[config.mk]
export PLATFORM = sky130hd
export DESIGN_NAME = axi_lite_arbiter_flat
export DESIGN_NICKNAME = d
export VERILOG_FILES = /design/src/rtl/axi_arb_pkg.sv /design/src/rtl/axi_lite_if.sv /design/src/rtl/rr_arbiter2.sv /design/src/rtl/axi_lite_arbiter.sv /design/src/flat_wrapper.sv
export SDC_FILE = /design/constraint.sdc
export NUM_CORES = 1
export LEC_CHECK = 0
export ABC_AREA = 1
export ABC_CLOCK_PERIOD_IN_PS = 1750
export CAP_MARGIN = 20
export CORE_AREA = 3 3 168 170
export DETAILED_ROUTE_END_ITERATION = 6
export DIE_AREA = 0 0 171 173
export PLACE_DENSITY = 0.51
export SYNTH_ARGS = -nofsm -noshare
export SYNTH_HDL_FRONTEND = slang
export SYNTH_HIERARCHICAL = 1
export SYNTH_SLANG_ARGS = --single-unit
export TNS_END_PERCENT = 5
[constraint.sdc]
create_clock -name clk -period 1.75 [get_ports clk]
set_input_delay 0.35 -clock clk [delete_from_list [all_inputs] [get_ports clk]]
set_output_delay 0.35 -clock clk [all_outputs]
set_load 0.1 [all_outputs]
[src/rtl/axi_arb_pkg.sv]
// rtl/axi_arb_pkg.sv - shared types for the icache/dcache AXI-Lite arbiter
//
// Purpose: FSM state and ownership encodings used by axi_lite_arbiter and
// rr_arbiter2, plus a helper that names the opposite requester.
// Ports: none (package).

package axi_arb_pkg;

    typedef enum logic [1:0] {
        ARB_IDLE = 2'd0,
        ARB_RD   = 2'd1,
        ARB_WR   = 2'd2
    } arb_state_t;

    // Enum value doubles as the bit index into the request vector.
    typedef enum logic {
        OWN_I = 1'b0,
        OWN_D = 1'b1
    } arb_owner_t;

    function automatic arb_owner_t other_owner(input arb_owner_t o);
        return (o == OWN_I) ? OWN_D : OWN_I;
    endfunction

endpackage

[src/rtl/axi_lite_if.sv]
// rtl/axi_lite_if.sv - AXI-Lite channel bundle shared by caches and memory port
//
// Purpose: AR/R/AW/W/B signal group.
// Modports: master drives addresses/data/valids and response readies;
//           slave drives address/data readies and response valids/data.

interface axi_lite_if #(
    parameter int ADDR_W = 32,
    parameter int DATA_W = 32
);
    logic [ADDR_W-1:0]   araddr;
    logic                arvalid;
    logic                arready;
    logic [DATA_W-1:0]   rdata;
    logic                rvalid;
    logic                rready;
    logic [ADDR_W-1:0]   awaddr;
    logic                awvalid;
    logic                awready;
    logic [DATA_W-1:0]   wdata;
    logic [DATA_W/8-1:0] wstrb;
    logic                wvalid;
    logic                wready;
    logic                bvalid;
    logic                bready;

    modport master (
        output araddr, arvalid, rready, awaddr, awvalid, wdata, wstrb, wvalid, bready,
        input  arready, rdata, rvalid, awready, wready, bvalid
    );

    modport slave (
        input  araddr, arvalid, rready, awaddr, awvalid, wdata, wstrb, wvalid, bready,
        output arready, rdata, rvalid, awready, wready, bvalid
    );
endinterface

[src/rtl/rr_arbiter2.sv]
// rtl/rr_arbiter2.sv - two-way round-robin pick with completion-driven pointer
//
// Purpose: chooses between icache and dcache; on contention the one not
// granted last wins. The pointer moves only when a transaction completes.
// Ports:
//   clk, rst   - clock, asynchronous active-high reset
//   req[1:0]   - request per requester, indexed by arb_owner_t
//   advance    - pulse on transaction completion
//   winner_in  - owner of the transaction that is completing
//   grant      - combinational pick for the current request vector

module rr_arbiter2
    import axi_arb_pkg::*;
(
    input  logic       clk,
    input  logic       rst,
    input  logic [1:0] req,
    input  logic       advance,
    input  arb_owner_t winner_in,
    output arb_owner_t grant
);

    arb_owner_t ptr;

    always_ff @(posedge clk or posedge rst) begin
        if (rst) begin
            ptr <= OWN_D;
        end else if (advance) begin
            ptr <= other_owner(winner_in);
        end
    end

    always_comb begin
        grant = ptr;
        if (req == 2'b01) begin
            grant = OWN_I;
        end else if (req == 2'b10) begin
            grant = OWN_D;
        end
    end

endmodule

[src/rtl/axi_lite_arbiter.sv]
// rtl/axi_lite_arbiter.sv - per-transaction round-robin share of one AXI-Lite port
//
// Purpose: icache (read-only) and dcache (read/write) share m_axi. Ownership
// is granted for a whole transaction and held until its response handshake,
// so at most one transaction is outstanding downstream.
// Ports:
//   clk, rst  - clock, asynchronous active-high reset
//   s_icache  - icache port (AR/R only)
//   s_dcache  - dcache port (AR/R and AW/W/B)
//   m_axi     - shared downstream port
//   busy      - high while a transaction is granted

module axi_lite_arbiter
    import axi_arb_pkg::*;
#(
    parameter int ADDR_W = 32,
    parameter int DATA_W = 32
) (
    input  logic         clk,
    input  logic         rst,
    axi_lite_if.slave    s_icache,
    axi_lite_if.slave    s_dcache,
    axi_lite_if.master   m_axi,
    output logic         busy
);

    arb_state_t state;
    arb_owner_t owner;
    arb_owner_t grant;
    logic       aw_done;
    logic       w_done;

    logic [1:0] req;
    logic       owner_rready;
    logic       rd_fire;
    logic       aw_fire;
    logic       w_fire;
    logic       b_fire;
    logic       advance;

    assign req[OWN_I] = s_icache.arvalid;
    assign req[OWN_D] = s_dcache.arvalid | s_dcache.awvalid;

    assign owner_rready = (owner == OWN_I) ? s_icache.rready : s_dcache.rready;

    assign rd_fire = (state == ARB_RD) && m_axi.rvalid && owner_rready;
    assign aw_fire = (state == ARB_WR) && !aw_done && s_dcache.awvalid && m_axi.awready;
    assign w_fire  = (state == ARB_WR) && !w_done  && s_dcache.wvalid  && m_axi.wready;
    assign b_fire  = (state == ARB_WR) && m_axi.bvalid && s_dcache.bready;
    assign advance = rd_fire | b_fire;

    rr_arbiter2 u_rr (
        .clk       (clk),
        .rst       (rst),
        .req       (req),
        .advance   (advance),
        .winner_in (owner),
        .grant     (grant)
    );

    always_ff @(posedge clk or posedge rst) begin
        if (rst) begin
            state   <= ARB_IDLE;
            owner   <= OWN_D;
            aw_done <= 1'b0;
            w_done  <= 1'b0;
            busy    <= 1'b0;
        end else begin
            case (state)
                ARB_IDLE: begin
                    if (|req) begin
                        owner <= grant;
                        busy  <= 1'b1;
                        // A dcache write outranks its own pending read.
                        if (grant == OWN_D && s_dcache.awvalid) begin
                            state <= ARB_WR;
                        end else begin
                            state <= ARB_RD;
                        end
                    end
                end
                ARB_RD: begin
                    if (rd_fire) begin
                        state <= ARB_IDLE;
                        busy  <= 1'b0;
                    end
                end
                ARB_WR: begin
                    if (aw_fire) aw_done <= 1'b1;
                    if (w_fire)  w_done  <= 1'b1;
                    if (b_fire) begin
                        aw_done <= 1'b0;
                        w_done  <= 1'b0;
                        state   <= ARB_IDLE;
                        busy    <= 1'b0;
                    end
                end
                default: begin
                    state <= ARB_IDLE;
                    busy  <= 1'b0;
                end
            endcase
        end
    end

    // Channel routing: everything not on the active channel is driven to 0.
    always_comb begin
        m_axi.araddr     = {ADDR_W{1'b0}};
        m_axi.arvalid    = 1'b0;
        m_axi.rready     = 1'b0;
        m_axi.awaddr     = {ADDR_W{1'b0}};
        m_axi.awvalid    = 1'b0;
        m_axi.wdata      = {DATA_W{1'b0}};
        m_axi.wstrb      = {(DATA_W/8){1'b0}};
        m_axi.wvalid     = 1'b0;
        m_axi.bready     = 1'b0;

        s_icache.arready = 1'b0;
        s_icache.rdata   = {DATA_W{1'b0}};
        s_icache.rvalid  = 1'b0;
        s_icache.awready = 1'b0;
        s_icache.wready  = 1'b0;
        s_icache.bvalid  = 1'b0;

        s_dcache.arready = 1'b0;
        s_dcache.rdata   = {DATA_W{1'b0}};
        s_dcache.rvalid  = 1'b0;
        s_dcache.awready = 1'b0;
        s_dcache.wready  = 1'b0;
        s_dcache.bvalid  = 1'b0;

        case (state)
            ARB_RD: begin
                if (owner == OWN_I) begin
                    m_axi.araddr     = s_icache.araddr;
                    m_axi.arvalid    = s_icache.arvalid;
                    m_axi.rready     = s_icache.rready;
                    s_icache.arready = m_axi.arready;
                    s_icache.rdata   = m_axi.rdata;
                    s_icache.rvalid  = m_axi.rvalid;
                end else begin
                    m_axi.araddr     = s_dcache.araddr;
                    m_axi.arvalid    = s_dcache.arvalid;
                    m_axi.rready     = s_dcache.rready;
                    s_dcache.arready = m_axi.arready;
                    s_dcache.rdata   = m_axi.rdata;
                    s_dcache.rvalid  = m_axi.rvalid;
                end
            end
            ARB_WR: begin
                if (!aw_done) begin
                    m_axi.awaddr     = s_dcache.awaddr;
                    m_axi.awvalid    = s_dcache.awvalid;
                    s_dcache.awready = m_axi.awready;
                end
                if (!w_done) begin
                    m_axi.wdata      = s_dcache.wdata;
                    m_axi.wstrb      = s_dcache.wstrb;
                    m_axi.wvalid     = s_dcache.wvalid;
                    s_dcache.wready  = m_axi.wready;
                end
                m_axi.bready    = s_dcache.bready;
                s_dcache.bvalid = m_axi.bvalid;
            end
            default: begin
            end
        endcase
    end

endmodule

[src/flat_wrapper.sv]
// flat-port wrapper written by rule: the top's interface ports become plain ports
module axi_lite_arbiter_flat import axi_arb_pkg::*;
#(
    parameter int ADDR_W = 32,
    parameter int DATA_W = 32
)
  (clk, rst, busy, s_icache_araddr, s_icache_arvalid, s_icache_rready, s_icache_awaddr, s_icache_awvalid, s_icache_wdata, s_icache_wstrb, s_icache_wvalid, s_icache_bready, s_icache_arready, s_icache_rdata, s_icache_rvalid, s_icache_awready, s_icache_wready, s_icache_bvalid, s_dcache_araddr, s_dcache_arvalid, s_dcache_rready, s_dcache_awaddr, s_dcache_awvalid, s_dcache_wdata, s_dcache_wstrb, s_dcache_wvalid, s_dcache_bready, s_dcache_arready, s_dcache_rdata, s_dcache_rvalid, s_dcache_awready, s_dcache_wready, s_dcache_bvalid, m_axi_araddr, m_axi_arvalid, m_axi_rready, m_axi_awaddr, m_axi_awvalid, m_axi_wdata, m_axi_wstrb, m_axi_wvalid, m_axi_bready, m_axi_arready, m_axi_rdata, m_axi_rvalid, m_axi_awready, m_axi_wready, m_axi_bvalid);
  axi_lite_if #(.ADDR_W(ADDR_W), .DATA_W(DATA_W)) s_icache_i ();
  axi_lite_if #(.ADDR_W(ADDR_W), .DATA_W(DATA_W)) s_dcache_i ();
  axi_lite_if #(.ADDR_W(ADDR_W), .DATA_W(DATA_W)) m_axi_i ();
  input  logic clk;
  input  logic rst;
  output logic busy;
  input wire logic [$bits(s_icache_i.araddr)-1:0] s_icache_araddr;
  input wire logic [$bits(s_icache_i.arvalid)-1:0] s_icache_arvalid;
  input wire logic [$bits(s_icache_i.rready)-1:0] s_icache_rready;
  input wire logic [$bits(s_icache_i.awaddr)-1:0] s_icache_awaddr;
  input wire logic [$bits(s_icache_i.awvalid)-1:0] s_icache_awvalid;
  input wire logic [$bits(s_icache_i.wdata)-1:0] s_icache_wdata;
  input wire logic [$bits(s_icache_i.wstrb)-1:0] s_icache_wstrb;
  input wire logic [$bits(s_icache_i.wvalid)-1:0] s_icache_wvalid;
  input wire logic [$bits(s_icache_i.bready)-1:0] s_icache_bready;
  output wire logic [$bits(s_icache_i.arready)-1:0] s_icache_arready;
  output wire logic [$bits(s_icache_i.rdata)-1:0] s_icache_rdata;
  output wire logic [$bits(s_icache_i.rvalid)-1:0] s_icache_rvalid;
  output wire logic [$bits(s_icache_i.awready)-1:0] s_icache_awready;
  output wire logic [$bits(s_icache_i.wready)-1:0] s_icache_wready;
  output wire logic [$bits(s_icache_i.bvalid)-1:0] s_icache_bvalid;
  input wire logic [$bits(s_dcache_i.araddr)-1:0] s_dcache_araddr;
  input wire logic [$bits(s_dcache_i.arvalid)-1:0] s_dcache_arvalid;
  input wire logic [$bits(s_dcache_i.rready)-1:0] s_dcache_rready;
  input wire logic [$bits(s_dcache_i.awaddr)-1:0] s_dcache_awaddr;
  input wire logic [$bits(s_dcache_i.awvalid)-1:0] s_dcache_awvalid;
  input wire logic [$bits(s_dcache_i.wdata)-1:0] s_dcache_wdata;
  input wire logic [$bits(s_dcache_i.wstrb)-1:0] s_dcache_wstrb;
  input wire logic [$bits(s_dcache_i.wvalid)-1:0] s_dcache_wvalid;
  input wire logic [$bits(s_dcache_i.bready)-1:0] s_dcache_bready;
  output wire logic [$bits(s_dcache_i.arready)-1:0] s_dcache_arready;
  output wire logic [$bits(s_dcache_i.rdata)-1:0] s_dcache_rdata;
  output wire logic [$bits(s_dcache_i.rvalid)-1:0] s_dcache_rvalid;
  output wire logic [$bits(s_dcache_i.awready)-1:0] s_dcache_awready;
  output wire logic [$bits(s_dcache_i.wready)-1:0] s_dcache_wready;
  output wire logic [$bits(s_dcache_i.bvalid)-1:0] s_dcache_bvalid;
  output wire logic [$bits(m_axi_i.araddr)-1:0] m_axi_araddr;
  output wire logic [$bits(m_axi_i.arvalid)-1:0] m_axi_arvalid;
  output wire logic [$bits(m_axi_i.rready)-1:0] m_axi_rready;
  output wire logic [$bits(m_axi_i.awaddr)-1:0] m_axi_awaddr;
  output wire logic [$bits(m_axi_i.awvalid)-1:0] m_axi_awvalid;
  output wire logic [$bits(m_axi_i.wdata)-1:0] m_axi_wdata;
  output wire logic [$bits(m_axi_i.wstrb)-1:0] m_axi_wstrb;
  output wire logic [$bits(m_axi_i.wvalid)-1:0] m_axi_wvalid;
  output wire logic [$bits(m_axi_i.bready)-1:0] m_axi_bready;
  input wire logic [$bits(m_axi_i.arready)-1:0] m_axi_arready;
  input wire logic [$bits(m_axi_i.rdata)-1:0] m_axi_rdata;
  input wire logic [$bits(m_axi_i.rvalid)-1:0] m_axi_rvalid;
  input wire logic [$bits(m_axi_i.awready)-1:0] m_axi_awready;
  input wire logic [$bits(m_axi_i.wready)-1:0] m_axi_wready;
  input wire logic [$bits(m_axi_i.bvalid)-1:0] m_axi_bvalid;
  assign s_icache_i.araddr = s_icache_araddr;
  assign s_icache_i.arvalid = s_icache_arvalid;
  assign s_icache_i.rready = s_icache_rready;
  assign s_icache_i.awaddr = s_icache_awaddr;
  assign s_icache_i.awvalid = s_icache_awvalid;
  assign s_icache_i.wdata = s_icache_wdata;
  assign s_icache_i.wstrb = s_icache_wstrb;
  assign s_icache_i.wvalid = s_icache_wvalid;
  assign s_icache_i.bready = s_icache_bready;
  assign s_icache_arready = s_icache_i.arready;
  assign s_icache_rdata = s_icache_i.rdata;
  assign s_icache_rvalid = s_icache_i.rvalid;
  assign s_icache_awready = s_icache_i.awready;
  assign s_icache_wready = s_icache_i.wready;
  assign s_icache_bvalid = s_icache_i.bvalid;
  assign s_dcache_i.araddr = s_dcache_araddr;
  assign s_dcache_i.arvalid = s_dcache_arvalid;
  assign s_dcache_i.rready = s_dcache_rready;
  assign s_dcache_i.awaddr = s_dcache_awaddr;
  assign s_dcache_i.awvalid = s_dcache_awvalid;
  assign s_dcache_i.wdata = s_dcache_wdata;
  assign s_dcache_i.wstrb = s_dcache_wstrb;
  assign s_dcache_i.wvalid = s_dcache_wvalid;
  assign s_dcache_i.bready = s_dcache_bready;
  assign s_dcache_arready = s_dcache_i.arready;
  assign s_dcache_rdata = s_dcache_i.rdata;
  assign s_dcache_rvalid = s_dcache_i.rvalid;
  assign s_dcache_awready = s_dcache_i.awready;
  assign s_dcache_wready = s_dcache_i.wready;
  assign s_dcache_bvalid = s_dcache_i.bvalid;
  assign m_axi_araddr = m_axi_i.araddr;
  assign m_axi_arvalid = m_axi_i.arvalid;
  assign m_axi_rready = m_axi_i.rready;
  assign m_axi_awaddr = m_axi_i.awaddr;
  assign m_axi_awvalid = m_axi_i.awvalid;
  assign m_axi_wdata = m_axi_i.wdata;
  assign m_axi_wstrb = m_axi_i.wstrb;
  assign m_axi_wvalid = m_axi_i.wvalid;
  assign m_axi_bready = m_axi_i.bready;
  assign m_axi_i.arready = m_axi_arready;
  assign m_axi_i.rdata = m_axi_rdata;
  assign m_axi_i.rvalid = m_axi_rvalid;
  assign m_axi_i.awready = m_axi_awready;
  assign m_axi_i.wready = m_axi_wready;
  assign m_axi_i.bvalid = m_axi_bvalid;
  axi_lite_arbiter #(.ADDR_W(ADDR_W), .DATA_W(DATA_W)) u_core (.clk(clk), .rst(rst), .s_icache(s_icache_i), .s_dcache(s_dcache_i), .m_axi(m_axi_i), .busy(busy));
endmodule
Word level (Yosys, flattened, before mapping)

Index checks and enable logic that the tools add are counted.

Equal/unequal tests: 7
Multiplexer cells: 50
Bitwise gates (word level): 2
Reductions and logical operators: 21

Operators with widths:

| cell                 | count |
|---|---|
| $mux W32             | 10 |
| $mux W1              | 32 |
| $logic_and A1 B1 Y1  | 11 |
| $mux W2              | 4 |
| $mux W4              | 2 |
| $ne A2 B1 Y1 const B | 3 |
| $pmux W2 S3          | 1 |
| $reduce_and A2 Y1    | 3 |
| $eq A2 B1 Y1 const B | 2 |
| $eq A2 B2 Y1 const B | 2 |
| $reduce_bool A2 Y1   | 2 |
| $pmux W1 S3          | 1 |
| $reduce_and A3 Y1    | 1 |
| $logic_not A1 Y1     | 2 |
| $logic_not A2 Y1     | 1 |
| $or A1 B1 Y1         | 2 |
| $reduce_or A2 Y1     | 1 |

Register bits: 7
Input port bits: 249
Output and inout port bits: 180

Longest topological paths before layout

Gate-level depths: netlist (run 1).

Word-level depth: 8
Mapped depth: 9
Depth with buffers taken out: 8

Modules after synthesis

The synthesis (run 1) kept the hierarchy.

By module, submodules not included:

| module           | instances | cells each | area each (um^2) | seq. area each (um^2) |
|---|---|---|---|---|
| axi_lite_arbiter | 1         | 432        | 1919.3           | 151.4 |
| rr_arbiter2      | 1         | 7          | 51.3             | 26.3 |

Worst setup path after synthesis (run 1)

OpenSTA, ideal clock, no wires.

Path kind: register to output
From: register u_core.state[1]
To: output port m_axi_arvalid
Arrival: 2.870 ns
Data required time: 1.400 ns
Slack: -1.470 ns
Stages on the path, launching flop included: 6
Path buffers: 0
Path through: dfrtp_1 inv_2 nand2_2 inv_2 nand2_4 o21ai_0

Word-level cells in the longest chain between the ends: 2

RTL lines:

| element                  | RTL line                | RTL |
|---|---|---|
| start: declaration       | axi_lite_arbiter.sv:27  | `arb_state_t state;` |
| start signal: assignment | axi_lite_arbiter.sv:63  | `state <= ARB_IDLE;` |
| start signal: assignment | axi_lite_arbiter.sv:76  | `state <= ARB_WR;` |
| start signal: assignment | axi_lite_arbiter.sv:78  | `state <= ARB_RD;` |
| $eq A2 B1 Y1             | axi_lite_arbiter.sv:132 | `case (state)` |
| $mux W1                  | axi_lite_arbiter.sv:132 |  |
| end: declaration         | flat_wrapper.sv:45      | `output wire logic [$bits(m_axi_i.arvalid)-1:0] m_axi_arvalid;` |

Every way passes these cells.

Worst setup path in the final report (run 1)

From: register u_core.state[0]
To: output port m_axi_awaddr[3]

Word-level cells in the longest chain between the ends: 2

RTL lines:

| element          | RTL line                | RTL |
|---|---|---|
| $eq A2 B2 Y1     | axi_lite_arbiter.sv:132 |  |
| $mux W32         | axi_lite_arbiter.sv:132 |  |
| end: declaration | flat_wrapper.sv:47      | `output wire logic [$bits(m_axi_i.awaddr)-1:0] m_axi_awaddr;` |

Every way passes these cells.

==> metrics.txt, run 1 <==
top routing layer in use met4; top cells by area, synth nand2_1 (29%), nor2_1 (28%), a21oi_1 (9.4%), inv_1 (8.4%), dfrtp_1 (6.3%); Final Hold Viols 0; gp weighted congestion 0.750; outcome finished with violations; Worst Skew 0.310 ps; DR vias/cell 3.51; adder-cell area share of the yosys netlist 0%; mux contribution to synthesized area 0%; final period utilization 109%; global-route wire length before repair 24400 um; Std-Cell Core Area 26900 sq um; share of cells above drive strength 1 52.1%; num ports 429; DPL Wire Length 13900 um; Initial Util 7.33%; Mapped Area 1970 sq um; area leader, netlist nand2_1; count of cell types in the netlist 22; Met3 Wirelength 1260 um; fin nets 1052; total number of vias 4013; Hold Slack 382 ps; Critical Path Start Type flop; pwr/cell area 1990 nW/um^2; final setup margin -157 ps; setup TNS -20300 ps; Slew Limit Fails 0; Area Growth Syn to Fin 382%; number of buffers added on ports 354; XOR/XNOR Fraction of Synth Area 0%; dpl ws 3.85 ps; TritonCTS Buffers 3; CTS root buf clkbuf_16; CTS tree done; CTS clock-pin slew for the worst setup and hold paths 40 ps; Clock Latency Late Sink 230 ps; Hold WC Path Type in2async; Longest Clk Path Bufs 2; largest net degree at the start of global routing 36; Die Ht 173 um; Finished Core Util 35.3%; die footprint 29600 sq um; DR WL/cell 14.4 um; routed wl met2 9190 um; minimum clock period 1910 ps; initial DRC count 117; GRT Residual Overflow 0; FF-to-FF setup slack 190 ps; GRT Total Usage 10.5%; post-route DRC violation count 0; syn avg cell area 4.49 sq um; total design power 18900 uW; post-synthesis compound-gate area fraction 11.0%; Seq cells post-synth 7; H-tree depth 1; post-synthesis simple-gate area fraction 60.2%; worst path arrival time 1560 ps; P_leak 0.00360 uW; Worst VDD drop 0.734 mV; sequential share of the synthesized area 9.02%; Post-Route M1 WL 5860 um; failing checks negative setup slack; unrepaired setup endpoints after global routing true; # clock sinks 7; number of global-route vias before repair 4114; crit-path max FO 20; Post-Syn Instances 439; Worst Path Required 1400 ps; # setup viols final 174; Die Width 171 um; # rows 60; # fillers 2696; yosys warns 6; post-route ant nets 0; routed wire length 16500 um; Highest Clock Rate 0.525 GHz; initial antenna violation count 0; largest family of logic cells by synthesized area simple AND/OR/NAND/NOR gates; Crit. End Element primary output; DR pass1 iterations 3; Yosys top cell area share 28.6%; crit path kind reg2out; Ant. Diodes 0; Max Cap Viol 0
## cell usage in the layout (no fill, tap or decap), types with 5 or more instances in the layout
cell type        count
buf_16               5
nand2_1            137
buf_4               11
inv_1               44
buf_12             191
nor2_4              99
nor2_2              44
clkdlybuf4s50_1    177
a21oi_4             30
nand2_2              6
nand2_4              8
nor2_1               6
clkbuf_16            5
## metrics by stage
stage	area, sq um	instances
2_1_floorplan	3140	441
6_report	9500	1143
4_1_cts	9400	1141
5_1_grt	9500	1143
3_5_place_dp	8990	1129
3_3_place_gp	8990	1129
## cell usage after synthesis
| library cell | instances |
|---|---|
| nand2_1 | 150 |
| nor2_1 | 147 |
| inv_1 | 44 |
| a21oi_1 | 37 |
| buf_2 | 9 |
| clkbuf_1 | 9 |
| buf_4 | 6 |
| buf_6 | 6 |
| dfrtp_1 | 5 |
| o21ai_0 | 5 |
| inv_2 | 4 |
| buf_1 | 3 |
| nand3_1 | 3 |
| dfstp_2 | 2 |
| nand2_4 | 2 |
| a31oi_1 | 1 |
| clkinv_1 | 1 |
| conb_1 | 1 |
| nand2_2 | 1 |
| nor2_2 | 1 |
| nor2_4 | 1 |
| nor3_2 | 1 |
## path summary, 6_finish.rpt
| check | startpoint | to | cells past startpoint |
|---|---|---|---|
| worst min register to register | u_core/u_rr/ptr | u_core/u_rr/ptr | 2 |
| max in group asynchronous | rst | u_core/owner | 2 |
| worst max-delay path | u_core/state[0] | m_axi_awaddr[3] | 6 |
| min in group clk | u_core/u_rr/ptr | u_core/u_rr/ptr | 2 |
| worst max register to register | u_core/owner | u_core/busy | 10 |
| worst min-delay path | rst | u_core/busy | 2 |
## routing by layer
layer	GRT usage [%]	vias up
met5	0	-
met4	1.88	0
met3	2.47	10
met2	20.5	174
met1	11.5	1808
li1	-	2021
## worst max-delay path: stages (launching register included)
cell and delay (ps):
dfrtp_2 430, nor2_4 180, buf_12 150, inv_8 60, buf_12 170, nor2_2 140, buf_12 190
## layout make-up
cell class	instances	area [sq um]	area share, %
tap	341	427	4.49
sequential	7	180	1.90
timing repair buffer	390	5910	62.2
clock buffer	4	78.8	0.830
multi-input combinational	352	2700	28.4
inverter	49	204	2.15
## registers in the layout (all words and copies together) (netlist names)
register,count
u_core/owner,1
u_core/busy,1
u_core/u_rr/ptr,1
u_core/w_done,1
u_core/state,2
u_core/aw_done,1
## repair_timing
action	in CTS	in global routing
resized for setup	40	13
gates cloned	4	2
buffers inserted	4	0
hold buffers	0	0
endpoints found under the setup margin	174	176
pin swaps	8	5
## kinds of logic after synthesis
| logic type | count (synthesis) |
|---|---|
| AO/OA/AOI/OAI | 43 |
| AND/OR/NAND/NOR | 306 |
| flip-flops | 7 |
| other | 1 |
| buffers and inverters | 82 |
## where the power goes
group | switching (uW) | internal, uW | total [uW]
Combinational | 11900 | 6200 | 18100
Clock | 88.1 | 303 | 391
Sequential | 147 | 270 | 417
Total | 12200 | 6770 | 18900
Power figures use the tool's default switching activity.
==> run 2, diff against run 1 <==
- HOLD_SLACK_MARGIN: not set -> 0.1
- RECOVER_POWER: not set -> 50
==> metrics.txt, run 2 (synthesized netlist as in run 1, its figures left out) <==
Critical Path Start Type flop; Worst Skew 0.265 ps (-0.0446 ps); Std-Cell Core Area 26900 sq um (unchanged); DPL Wire Length 13900 um (unchanged); unrepaired setup endpoints after global routing true; Hold Slack 498 ps (+117 ps); GRT Residual Overflow 0 (unchanged); number of buffers added on ports 354 (unchanged); Die Width 171 um (unchanged); global-route wire length before repair 24400 um (unchanged); Ant. Diodes 0 (unchanged); Slew Limit Fails 0 (unchanged); CTS root buf clkbuf_16; routed wire length 16500 um (about the same); total number of vias 4014 (+0.025%); number of global-route vias before repair 4114 (unchanged); Min-Delay Endpoint u_core/busy; setup TNS -20290 ps (+8.60 ps); capturing point of the worst reg2reg path u_core/busy; CTS tree done; FF-to-FF path depth 10 (unchanged); post-route DRC violation count 0 (unchanged); minimum clock period 1910 ps (-0.0610 ps); final setup margin -156 ps (+0.0610 ps); Crit. End Element primary output; placed cells 1129 (unchanged); Worst R2R Start u_core/owner; # rows 60 (unchanged); largest net degree at the start of global routing 36 (unchanged); GRT Total Usage 10.5% (unchanged); Worst VDD drop 0.734 mV (about the same); Max Cap Viol 0 (unchanged); P_leak 0.00359 uW (-0.14%); Area Growth Syn to Fin 381%; hold path start u_core/busy; TritonCTS Buffers 3 (unchanged); max reg flops 2 (unchanged); most common cell after layout, fill and taps aside buf_12; # setup viols final 174 (unchanged); worst slew pin tran 565 ps; relative slew slack 62.5%; fin nets 1052 (unchanged); crit path kind reg2out; Initial Util 7.33% (unchanged); FF-to-FF setup slack 200 ps (about the same); post-route ant nets 0 (unchanged); Highest Clock Rate 0.525 GHz (about the same); # hold bufs at CTS 0 (unchanged); DR vias/cell 3.51 (about the same); Hold Crit Depth 2; H-tree depth 1 (unchanged); worst path arrival time 1560 ps (about the same); # clock sinks 7 (unchanged); gp weighted congestion 0.750 (unchanged); failing checks negative setup slack; Clock Latency Late Sink 230 ps (about the same); total design power 18900 uW (-0.23%); Longest Clk Path Bufs 2 (unchanged); crit-path max FO 20 (unchanged); die footprint 29600 sq um (unchanged); Final Hold Viols 0 (unchanged); Worst Path Required 1400 ps (about the same); outcome finished with violations; filler-free cell count of the finished design 1143 (unchanged); initial DRC count 117 (unchanged); final period utilization 109% (about the same); initial antenna violation count 0 (unchanged); pwr/cell area 1990 nW/um^2 (about the same); Biggest register u_core/state; Die Ht 173 um (unchanged); CTS clock-pin slew for the worst setup and hold paths 40 ps (about the same); Hold WC Path Type reg2reg; share of cells above drive strength 1 52.1% (unchanged); DR WL/cell 14.5 um (about the same); num ports 429 (unchanged); DR pass1 iterations 3 (unchanged); most frequent cells in the layout buf_12 (190), clkdlybuf4s50_1 (176), nand2_1 (137)
-- run 2: worst max path at each step --
| stage | from | endpoint | slack (ps) | cells past startpoint |
|---|---|---|---|---|
| 2_1_floorplan | u_core/state[0] | m_axi_awaddr[10] | -270 | 4 |
| 3_3_place_gp | s_dcache_awvalid | u_core/state[0] | 2 | 8 |
| 3_5_place_dp | s_dcache_awvalid | u_core/state[0] | 4 | 8 |
| 4_1_cts | u_core/owner | m_axi_araddr[13] | -170 | 4 |
| 5_1_grt | u_core/owner | m_axi_araddr[13] | -240 | 4 |
| 6_report | u_core/state[0] | m_axi_awaddr[3] | -160 | 6 |
-- run 2: metrics by stage --
step | util (%) | setup slack [ps] | area [sq um]
after floorplan | - | -267 | 3140
after global placement | 33.4 | 1.97 | 8990
after detailed placement | 33.4 | 3.85 | 8990
after CTS | 35.0 | -168 | 9400
after global routing | 35.3 | -236 | 9490
final | 35.3 | -156 | 9490
-- run 2: final cells by class --
type / count / area [sq um]
Fill cell: 2698 / 17400
Timing Repair Buffer: 390 / 5900
Multi-Input combinational cell: 352 / 2700
Tap cell: 341 / 427
Inverter: 49 / 204
Sequential cell: 7 / 180
Clock buffer: 4 / 78.8
-- run 2: critical path, cell delays in order, from the launching register on --
cell and delay [ps]:
dfrtp_2 430, nor2_4 180, buf_12 150, inv_8 60, buf_12 170, nor2_2 140, buf_12 190
-- run 2: what timing repair did --
action | in CTS | in global routing
gates cloned | 4 | 2
pin swaps | 8 | 5
resized for setup | 40 | 13
setup buffers | 4 | 0
endpoints found under the setup margin | 174 | 176
-- run 2: power by group --
group | internal (uW) | switching, uW | leakage [uW]
clock | 303 | 88.0 | 0.0000382
combinational | 6160 | 11900 | 0.00347
sequential | 270 | 141 | 0.0000795
-- run 2: per-layer routing --
layer  vias to the layer above  part of all wire [%]  GRT usage (%)
li1                       2021                     -              -
met2                       174                    56           20.5
met5                         -                     0              0
met1                      1809                    36           11.5
met3                        10                   7.7           2.47
met4                         0                   1.2           1.88
